[src/rtl/sonar_scheduler_if.sv]
// Signal bundle between the sonar round-robin scheduler and its sensor/serial datapath.
// The master modport is the scheduler side.
interface sonar_scheduler_if #(
  parameter int MEAS_W = 12
);
  logic              ligar;
  logic              continuo;
  logic [2:0]        habilita;
  logic [2:0]        medir;
  logic [2:0]        pronto_med;
  logic [1:0]        sel_sensor;
  logic [MEAS_W-1:0] medida;
  logic              partida_tx;
  logic [1:0]        tx_sensor;
  logic [MEAS_W-1:0] tx_medida;
  logic              pronto_tx;
  logic [2:0]        erro;
  logic              pronto;
  logic [3:0]        db_estado;

  modport master (
    input  ligar, continuo, habilita, pronto_med, medida, pronto_tx,
    output medir, sel_sensor, partida_tx, tx_sensor, tx_medida, erro, pronto, db_estado
  );

  modport slave (
    output ligar, continuo, habilita, pronto_med, medida, pronto_tx,
    input  medir, sel_sensor, partida_tx, tx_sensor, tx_medida, erro, pronto, db_estado
  );
endinterface

[src/rtl/sonar_scheduler.sv]
// Round-robin sequencer: measures each enabled ultrasonic sensor in turn and ships
// every result over the shared serial transmitter before moving on.
module sonar_scheduler #(
  parameter int TIMEOUT_CYCLES = 1_500_000,
  parameter int PERIOD_CYCLES  = 50_000_000,
  parameter int MEAS_W         = 12
) (
  input logic               clock,
  input logic               reset,
  sonar_scheduler_if.master bus
);
  localparam int TO_W = (TIMEOUT_CYCLES > 2) ? $clog2(TIMEOUT_CYCLES) : 1;
  localparam int PE_W = (PERIOD_CYCLES > 2) ? $clog2(PERIOD_CYCLES) : 1;
  localparam logic [TO_W-1:0] TO_LAST = TO_W'(TIMEOUT_CYCLES - 1);
  localparam logic [PE_W-1:0] PE_LAST = PE_W'(PERIOD_CYCLES - 1);

  typedef enum logic [3:0] {
    IDLE      = 4'd0,
    PREP      = 4'd1,
    MEDIR     = 4'd2,
    ESPERA    = 4'd3,
    REGISTRA  = 4'd4,
    TRANSMITE = 4'd5,
    ESPERA_TX = 4'd6,
    PROXIMO   = 4'd7,
    FIM       = 4'd8,
    INTERVALO = 4'd9
  } state_t;

  state_t            state_r;
  logic [2:0]        mask_r;
  logic [1:0]        sel_r;
  logic [1:0]        tx_sensor_r;
  logic [MEAS_W-1:0] tx_medida_r;
  logic [2:0]        erro_r;
  logic [2:0]        medir_r;
  logic              partida_r;
  logic              pronto_r;
  logic [TO_W-1:0]   to_timer_r;
  logic [PE_W-1:0]   pe_timer_r;
  logic [2:0]        first_s;
  logic [2:0]        next_s;

  // Lowest enabled index at or above 'from'; bit 2 of the result flags that one exists.
  function automatic logic [2:0] pick_from(input logic [2:0] mask, input logic [2:0] from);
    logic [2:0] res;
    res = 3'b000;
    for (int i = 2; i >= 0; i--) begin
      if (mask[i] && (i >= int'(from))) begin
        res = {1'b1, 2'(i)};
      end
    end
    return res;
  endfunction

  function automatic logic [2:0] onehot3(input logic [1:0] idx);
    return 3'b001 << idx;
  endfunction

  assign first_s = pick_from(bus.habilita, 3'd0);
  assign next_s  = pick_from(mask_r, {1'b0, sel_r} + 3'd1);

  // Sequencer state, timers and every registered output.
  always_ff @(posedge clock or negedge reset) begin
    if (!reset) begin
      state_r     <= IDLE;
      mask_r      <= 3'b000;
      sel_r       <= 2'd0;
      tx_sensor_r <= 2'd0;
      tx_medida_r <= {MEAS_W{1'b0}};
      erro_r      <= 3'b000;
      medir_r     <= 3'b000;
      partida_r   <= 1'b0;
      pronto_r    <= 1'b0;
      to_timer_r  <= {TO_W{1'b0}};
      pe_timer_r  <= {PE_W{1'b0}};
    end else begin
      medir_r   <= 3'b000;
      partida_r <= 1'b0;
      pronto_r  <= 1'b0;
      case (state_r)
        IDLE: begin
          if (bus.ligar) begin
            state_r <= PREP;
          end
        end
        PREP: begin
          mask_r     <= bus.habilita;
          erro_r     <= 3'b000;
          to_timer_r <= {TO_W{1'b0}};
          if (first_s[2]) begin
            sel_r   <= first_s[1:0];
            medir_r <= onehot3(first_s[1:0]);
            state_r <= MEDIR;
          end else begin
            pronto_r <= 1'b1;
            state_r  <= FIM;
          end
        end
        MEDIR: begin
          to_timer_r <= {TO_W{1'b0}};
          state_r    <= ESPERA;
        end
        // A real answer beats a timeout landing on the same cycle.
        ESPERA: begin
          if (bus.pronto_med[sel_r]) begin
            tx_medida_r <= bus.medida;
            state_r     <= REGISTRA;
          end else if (to_timer_r == TO_LAST) begin
            tx_medida_r   <= {MEAS_W{1'b1}};
            erro_r[sel_r] <= 1'b1;
            state_r       <= REGISTRA;
          end else begin
            to_timer_r <= to_timer_r + TO_W'(1'b1);
          end
        end
        REGISTRA: begin
          tx_sensor_r <= sel_r;
          partida_r   <= 1'b1;
          state_r     <= TRANSMITE;
        end
        TRANSMITE: begin
          state_r <= ESPERA_TX;
        end
        ESPERA_TX: begin
          if (bus.pronto_tx) begin
            state_r <= PROXIMO;
          end
        end
        PROXIMO: begin
          if (next_s[2]) begin
            sel_r   <= next_s[1:0];
            medir_r <= onehot3(next_s[1:0]);
            state_r <= MEDIR;
          end else begin
            pronto_r <= 1'b1;
            state_r  <= FIM;
          end
        end
        FIM: begin
          pe_timer_r <= {PE_W{1'b0}};
          state_r    <= bus.continuo ? INTERVALO : IDLE;
        end
        INTERVALO: begin
          if (bus.ligar) begin
            state_r <= PREP;
          end else if (!bus.continuo) begin
            state_r <= IDLE;
          end else if (pe_timer_r == PE_LAST) begin
            state_r <= PREP;
          end else begin
            pe_timer_r <= pe_timer_r + PE_W'(1'b1);
          end
        end
        default: begin
          state_r <= IDLE;
        end
      endcase
    end
  end

  assign bus.medir      = medir_r;
  assign bus.sel_sensor = sel_r;
  assign bus.partida_tx = partida_r;
  assign bus.tx_sensor  = tx_sensor_r;
  assign bus.tx_medida  = tx_medida_r;
  assign bus.erro       = erro_r;
  assign bus.pronto     = pronto_r;
  assign bus.db_estado  = state_r;
endmodule

[src/flat_wrapper.sv]
// flat-port wrapper written by rule: the top's interface ports become plain ports
module sonar_scheduler_flat 
#(
  parameter int TIMEOUT_CYCLES = 1_500_000,
  parameter int PERIOD_CYCLES  = 50_000_000,
  parameter int MEAS_W         = 12
)
  (clock, reset, bus_ligar, bus_continuo, bus_habilita, bus_pronto_med, bus_medida, bus_pronto_tx, bus_medir, bus_sel_sensor, bus_partida_tx, bus_tx_sensor, bus_tx_medida, bus_erro, bus_pronto, bus_db_estado);
  sonar_scheduler_if #(.MEAS_W(MEAS_W)) bus_i ();
  input logic clock;
  input logic reset;
  input wire logic [$bits(bus_i.ligar)-1:0] bus_ligar;
  input wire logic [$bits(bus_i.continuo)-1:0] bus_continuo;
  input wire logic [$bits(bus_i.habilita)-1:0] bus_habilita;
  input wire logic [$bits(bus_i.pronto_med)-1:0] bus_pronto_med;
  input wire logic [$bits(bus_i.medida)-1:0] bus_medida;
  input wire logic [$bits(bus_i.pronto_tx)-1:0] bus_pronto_tx;
  output wire logic [$bits(bus_i.medir)-1:0] bus_medir;
  output wire logic [$bits(bus_i.sel_sensor)-1:0] bus_sel_sensor;
  output wire logic [$bits(bus_i.partida_tx)-1:0] bus_partida_tx;
  output wire logic [$bits(bus_i.tx_sensor)-1:0] bus_tx_sensor;
  output wire logic [$bits(bus_i.tx_medida)-1:0] bus_tx_medida;
  output wire logic [$bits(bus_i.erro)-1:0] bus_erro;
  output wire logic [$bits(bus_i.pronto)-1:0] bus_pronto;
  output wire logic [$bits(bus_i.db_estado)-1:0] bus_db_estado;
  assign bus_i.ligar = bus_ligar;
  assign bus_i.continuo = bus_continuo;
  assign bus_i.habilita = bus_habilita;
  assign bus_i.pronto_med = bus_pronto_med;
  assign bus_i.medida = bus_medida;
  assign bus_i.pronto_tx = bus_pronto_tx;
  assign bus_medir = bus_i.medir;
  assign bus_sel_sensor = bus_i.sel_sensor;
  assign bus_partida_tx = bus_i.partida_tx;
  assign bus_tx_sensor = bus_i.tx_sensor;
  assign bus_tx_medida = bus_i.tx_medida;
  assign bus_erro = bus_i.erro;
  assign bus_pronto = bus_i.pronto;
  assign bus_db_estado = bus_i.db_estado;
  sonar_scheduler #(.TIMEOUT_CYCLES(TIMEOUT_CYCLES), .PERIOD_CYCLES(PERIOD_CYCLES), .MEAS_W(MEAS_W)) u_core (.clock(clock), .reset(reset), .bus(bus_i));
endmodule
[config.mk]
export PLATFORM = sky130hd
export DESIGN_NAME = sonar_scheduler_flat
export DESIGN_NICKNAME = d
export VERILOG_FILES = /design/src/rtl/sonar_scheduler_if.sv /design/src/rtl/sonar_scheduler.sv /design/src/flat_wrapper.sv
export SDC_FILE = /design/constraint.sdc
export NUM_CORES = 1
export LEC_CHECK = 0
export CAP_MARGIN = 20
export CORE_MARGIN = 2
export CORE_UTILIZATION = 50
export DETAILED_ROUTE_END_ITERATION = 8
export PLACE_DENSITY = 0.84
export SLEW_MARGIN = 20
export SYNTH_ARGS = -nofsm -noshare
export SYNTH_HDL_FRONTEND = slang
export SYNTH_SLANG_ARGS = --single-unit
[constraint.sdc]
create_clock -name clock -period 4.2 [get_ports clock]
set_input_delay 0.84 -clock clock [delete_from_list [all_inputs] [get_ports clock]]
set_output_delay 0.84 -clock clock [all_outputs]
set_load 0.05 [all_outputs]
==> parameters.txt <==
Parameter                              Value

Global route
  Total global routing track utilization ... 0.238
  Global-route wire length before repair ... 17.2 mm
  Antenna violations before repair ... 0
  Total congestion overflow ... 0
  Vias in the first global route ... 3631
  Pin count of the biggest net entering global routing ... 78

Final layout
  Post-layout net count ... 513
  Area growth syn-to-layout ... 16.9%
  Filler instances ... 683
  Fraction of final layout cells sized beyond drive strength 1 ... 0.0994
  Inserted Diodes ... 0
  Post-Layout Inst Area ... 0.00492 sq mm

Logic synthesis
  Synth Flop Type ... sky130_fd_sc_hd__dfrtp_1
  Number of distinct standard cells referenced by the synthesized netlist ... 71
  Mapped Avg Cell Area ... 9.49 sq um
  Proportion of synthesized chip area in sequential cells ... 0.457
  Ys Warns ... 0
  Count of mapped cells out of synthesis ... 444
  Largest cells by area after synthesis ... sky130_fd_sc_hd__dfrtp_1, sky130_fd_sc_hd__nand2_1, sky130_fd_sc_hd__or4_1
  Commonest cells post-synth ... sky130_fd_sc_hd__dfrtp_1, sky130_fd_sc_hd__nand2_1, sky130_fd_sc_hd__nand3_1, sky130_fd_sc_hd__nor2_1, sky130_fd_sc_hd__a21oi_1
  Largest area contributor in the netlist ... sky130_fd_sc_hd__dfrtp_1
  Count of flip-flops with a built-in enable after synthesis ... 0
  Post-synth net total ... 469
  Number of storage elements in the synthesis netlist ... 77
  Dominant cell by count in the synthesized netlist ... sky130_fd_sc_hd__dfrtp_1
  Share of the synthesized area in the top cell type ... 0.457
  Async S/R FF share, synth ... 1.00
  Combined area of all synthesized cells ... 0.00421 sq mm

Detailed routing
  First DRT Iteration DRCs ... 288
  Total Wirelength ... 10.3 mm
  Average routed wire per standard cell ... 17.1 um
  Number of routed nets with antenna violations ... 0
  Total DRC errors in the routed layout ... 0
  Vias post-DR ... 3836
  TritonRoute pass-1 iters ... 5
  Ratio of routed vias to standard cells ... 6.41

Pwr
  Switching share of power ... 0.458
  Sequential fraction of design power ... 0.376
  Clock power share ... 0.188
  Share of total power in combinational logic ... 0.436
  Net switching power figure ... 0.00130 W
  PwrDens ... 574 mW/mm^2
  Leakage power figure ... 2.04 nW
  Maximum ir drop on the vdd rail ... 219 uV
  Internal power ... 0.00153 W

Setup path
  Critical path depth ... 1
  Reg-to-reg endpoint ... u_core.bus.tx_medida[5]
  Sort of element at the start of the critical path ... register
  CP bufs+invs ... 1
  Largest fanout on the critical path ... 18
  Reg2reg start ... u_core.bus.db_estado[1]
  Worst setup path endpoint ... bus_db_estado[1]
  Top delay family on crit path ... buffers and inverters
  CP arrival ... 1.97 ns
  Required time reported for the critical path endpoint ... 3.36 ns
  Kind of critical path ... reg -> out
  Reg2reg path depth ... 5
  Worst-path cell chain ... clkdlybuf4s50_1
  Master of the slowest instance on the critical path ... sky130_fd_sc_hd__clkdlybuf4s50_1
  Max stage delay on crit path ... 0.91 ns
  Crit. End Element ... primary output
  Setup slack, reg-to-reg ... 1.43 ns
  Source of the critical timing path ... u_core.bus.db_estado[1]

Timing
  Maximum clock rate ... 355 MHz
  Worst setup skew after layout ... 0.0113 ns
  Slew at the pin closest to its max-slew limit ... 0.697 ns
  RSZ-0062 raised after global routing ... false
  Final Hold Vio Count ... 0
  Total Negative Setup Slacks ... 0 ns
  Minimum clock period ... 2.81 ns
  Final max-slew violation count ... 0
  Final setup fails ... 0
  Worst max-slew margin expressed relative to the limit ... 0.535
  Share of the clock period used by the worst path ... 0.670

Run
  Maximum capacitance violations ... 0

Floorplan
  Boundary Pins ... 51
  Width of the die ... 95.8 um
  Vertical die dimension ... 95.8 um
  Area of the placeable core ... 0.00818 sq mm
  Starting utilization of the core area ... 0.515
  Row Count ... 33
  Area of the die ... 0.00918 sq mm

Clock tree
  Number of clock sinks seen by CTS ... 77
  Clock transition time at the flip-flop clock pins of the worst setup and hold paths ... 0.09 ns
  PostCTS Resize Cnt ... 0
  Latest clock arrival within the worst-skew pair ... 0.36 ns
  Clock tree from TritonCTS ... yes
  Number of H-tree branching levels ... 3
  # Post-CTS Setup Buffers ... 0
  Num CTS Buffers ... 9
  Root buffer cell ... sky130_fd_sc_hd__clkbuf_8
  Maximum root-to-sink buffer count ... 2
  CTS hold repair buffers ... 0

Hold path
  Tightest Hold Check Type ... in -> async

Placed design
  Routability congestion estimate from global placement ... 0.903
  Port Buffers ... 50
  Sum of net half-perimeters after detailed placement ... 7.11 mm
  Placed cell areas ... 0.00473 sq mm

Run status
  Status ... finished clean
-- per-stage QoR --
| stage | cells | util | hold slack [ns] | power, W | worst slack, ns |
|---|---|---|---|---|---|
| after global routing | 598 | 0.602 | 0.521 | 0.00299 | 1.18 |
| final | 598 | 0.602 | 0.501 | 0.00283 | 1.39 |
| after detailed placement | 581 | 0.578 | 0.485 | 0.00231 | 1.23 |
| after global placement | 581 | 0.578 | 0.462 | 0.00226 | 1.31 |
| after floorplan | 444 | - | 0.447 | 0.00194 | 2.00 |
| after CTS | 597 | 0.601 | 0.506 | 0.00284 | 1.36 |
-- power by group through the flow --
stage / Sequential (W) / Clock, W / Combinational (W)
6_report: 0.00106 / 0.000531 / 0.00123
5_1_grt: 0.00109 / 0.000579 / 0.00132
4_1_cts: 0.00106 / 0.000545 / 0.00123
3_5_place_dp: 0.00107 / 0 / 0.00123
3_3_place_gp: 0.00106 / 0 / 0.00120
2_1_floorplan: 0.00136 / 0 / 0.000579
-- cell families after synthesis --
logic type | count (synthesis) | share of synthesized area
AO/OA/AOI/OAI | 118 | 0.202
XOR/XNOR | 1 | 0.00208
adder cells (fa/ha/maj) | 2 | 0.00594
buffers and inverters | 28 | 0.0389
flip-flops | 77 | 0.457
multiplexers | 3 | 0.00772
AND/OR/NAND/NOR | 215 | 0.286
-- worst min-delay path by stage --
stage / startpoint / to / slack, ns / cells past startpoint
final: reset / u_core.pe_timer_r[16] / 0.50 / 1
after CTS: u_core.bus.tx_medida[11] / u_core.bus.tx_medida[11] / 0.51 / 1
after detailed placement: u_core.bus.tx_medida[10] / u_core.bus.tx_medida[10] / 0.49 / 1
after global routing: u_core.bus.tx_medida[9] / u_core.bus.tx_medida[9] / 0.52 / 1
after floorplan: u_core.mask_r[2] / u_core.mask_r[2] / 0.45 / 2
after global placement: u_core.bus.erro[2] / u_core.bus.erro[2] / 0.46 / 2
-- placed cells by master, fill, tap and decap left out, drive strengths merged, types with 5 or more instances in the layout --
cell and count:
a21oi 23, a31oi 7, and2 8, and3 8
clkbuf 9, clkdlybuf4s50 49, dfrtp 77, inv 12
nand2 55, nand2b 9, nand3 27, nand4 13
nor2 29, nor3 15, nor4 5, o211ai 17
o21ai 16, o22a 15, o31ai 10, or2 6
or4 20
-- state kept, by name (all words and copies together), names as in the netlist --
name	count
u_core.bus.tx_medida	12
u_core.bus.tx_sensor	2
u_core.bus.partida_tx	1
u_core.bus.erro	3
u_core.bus.db_estado	4
u_core.mask_r	2
u_core.bus.sel_sensor	2
u_core.bus.medir	3
u_core.pe_timer_r	26
u_core.bus.pronto	1
u_core.to_timer_r	21
-- metal layers --
layer	global-route usage	routed length [um]	up-vias
li1	-	-	1794
met1	0.336	4610	1903
met2	0.365	4930	127
met3	0.0572	631	12
met4	0.0702	87	0
met5	0	0	-
-- layout make-up --
type,instances,area (sq um),area share
Clock buffer,9,124,0.0252
Inverter,8,30.0,0.00610
Tap cell,105,131,0.0267
Sequential cell,77,1930,0.391
Clock inverter,7,57.6,0.0117
Timing Repair Buffer,53,528,0.107
Multi-Input combinational cell,339,2130,0.432
(Power assumes the default switching activity.)
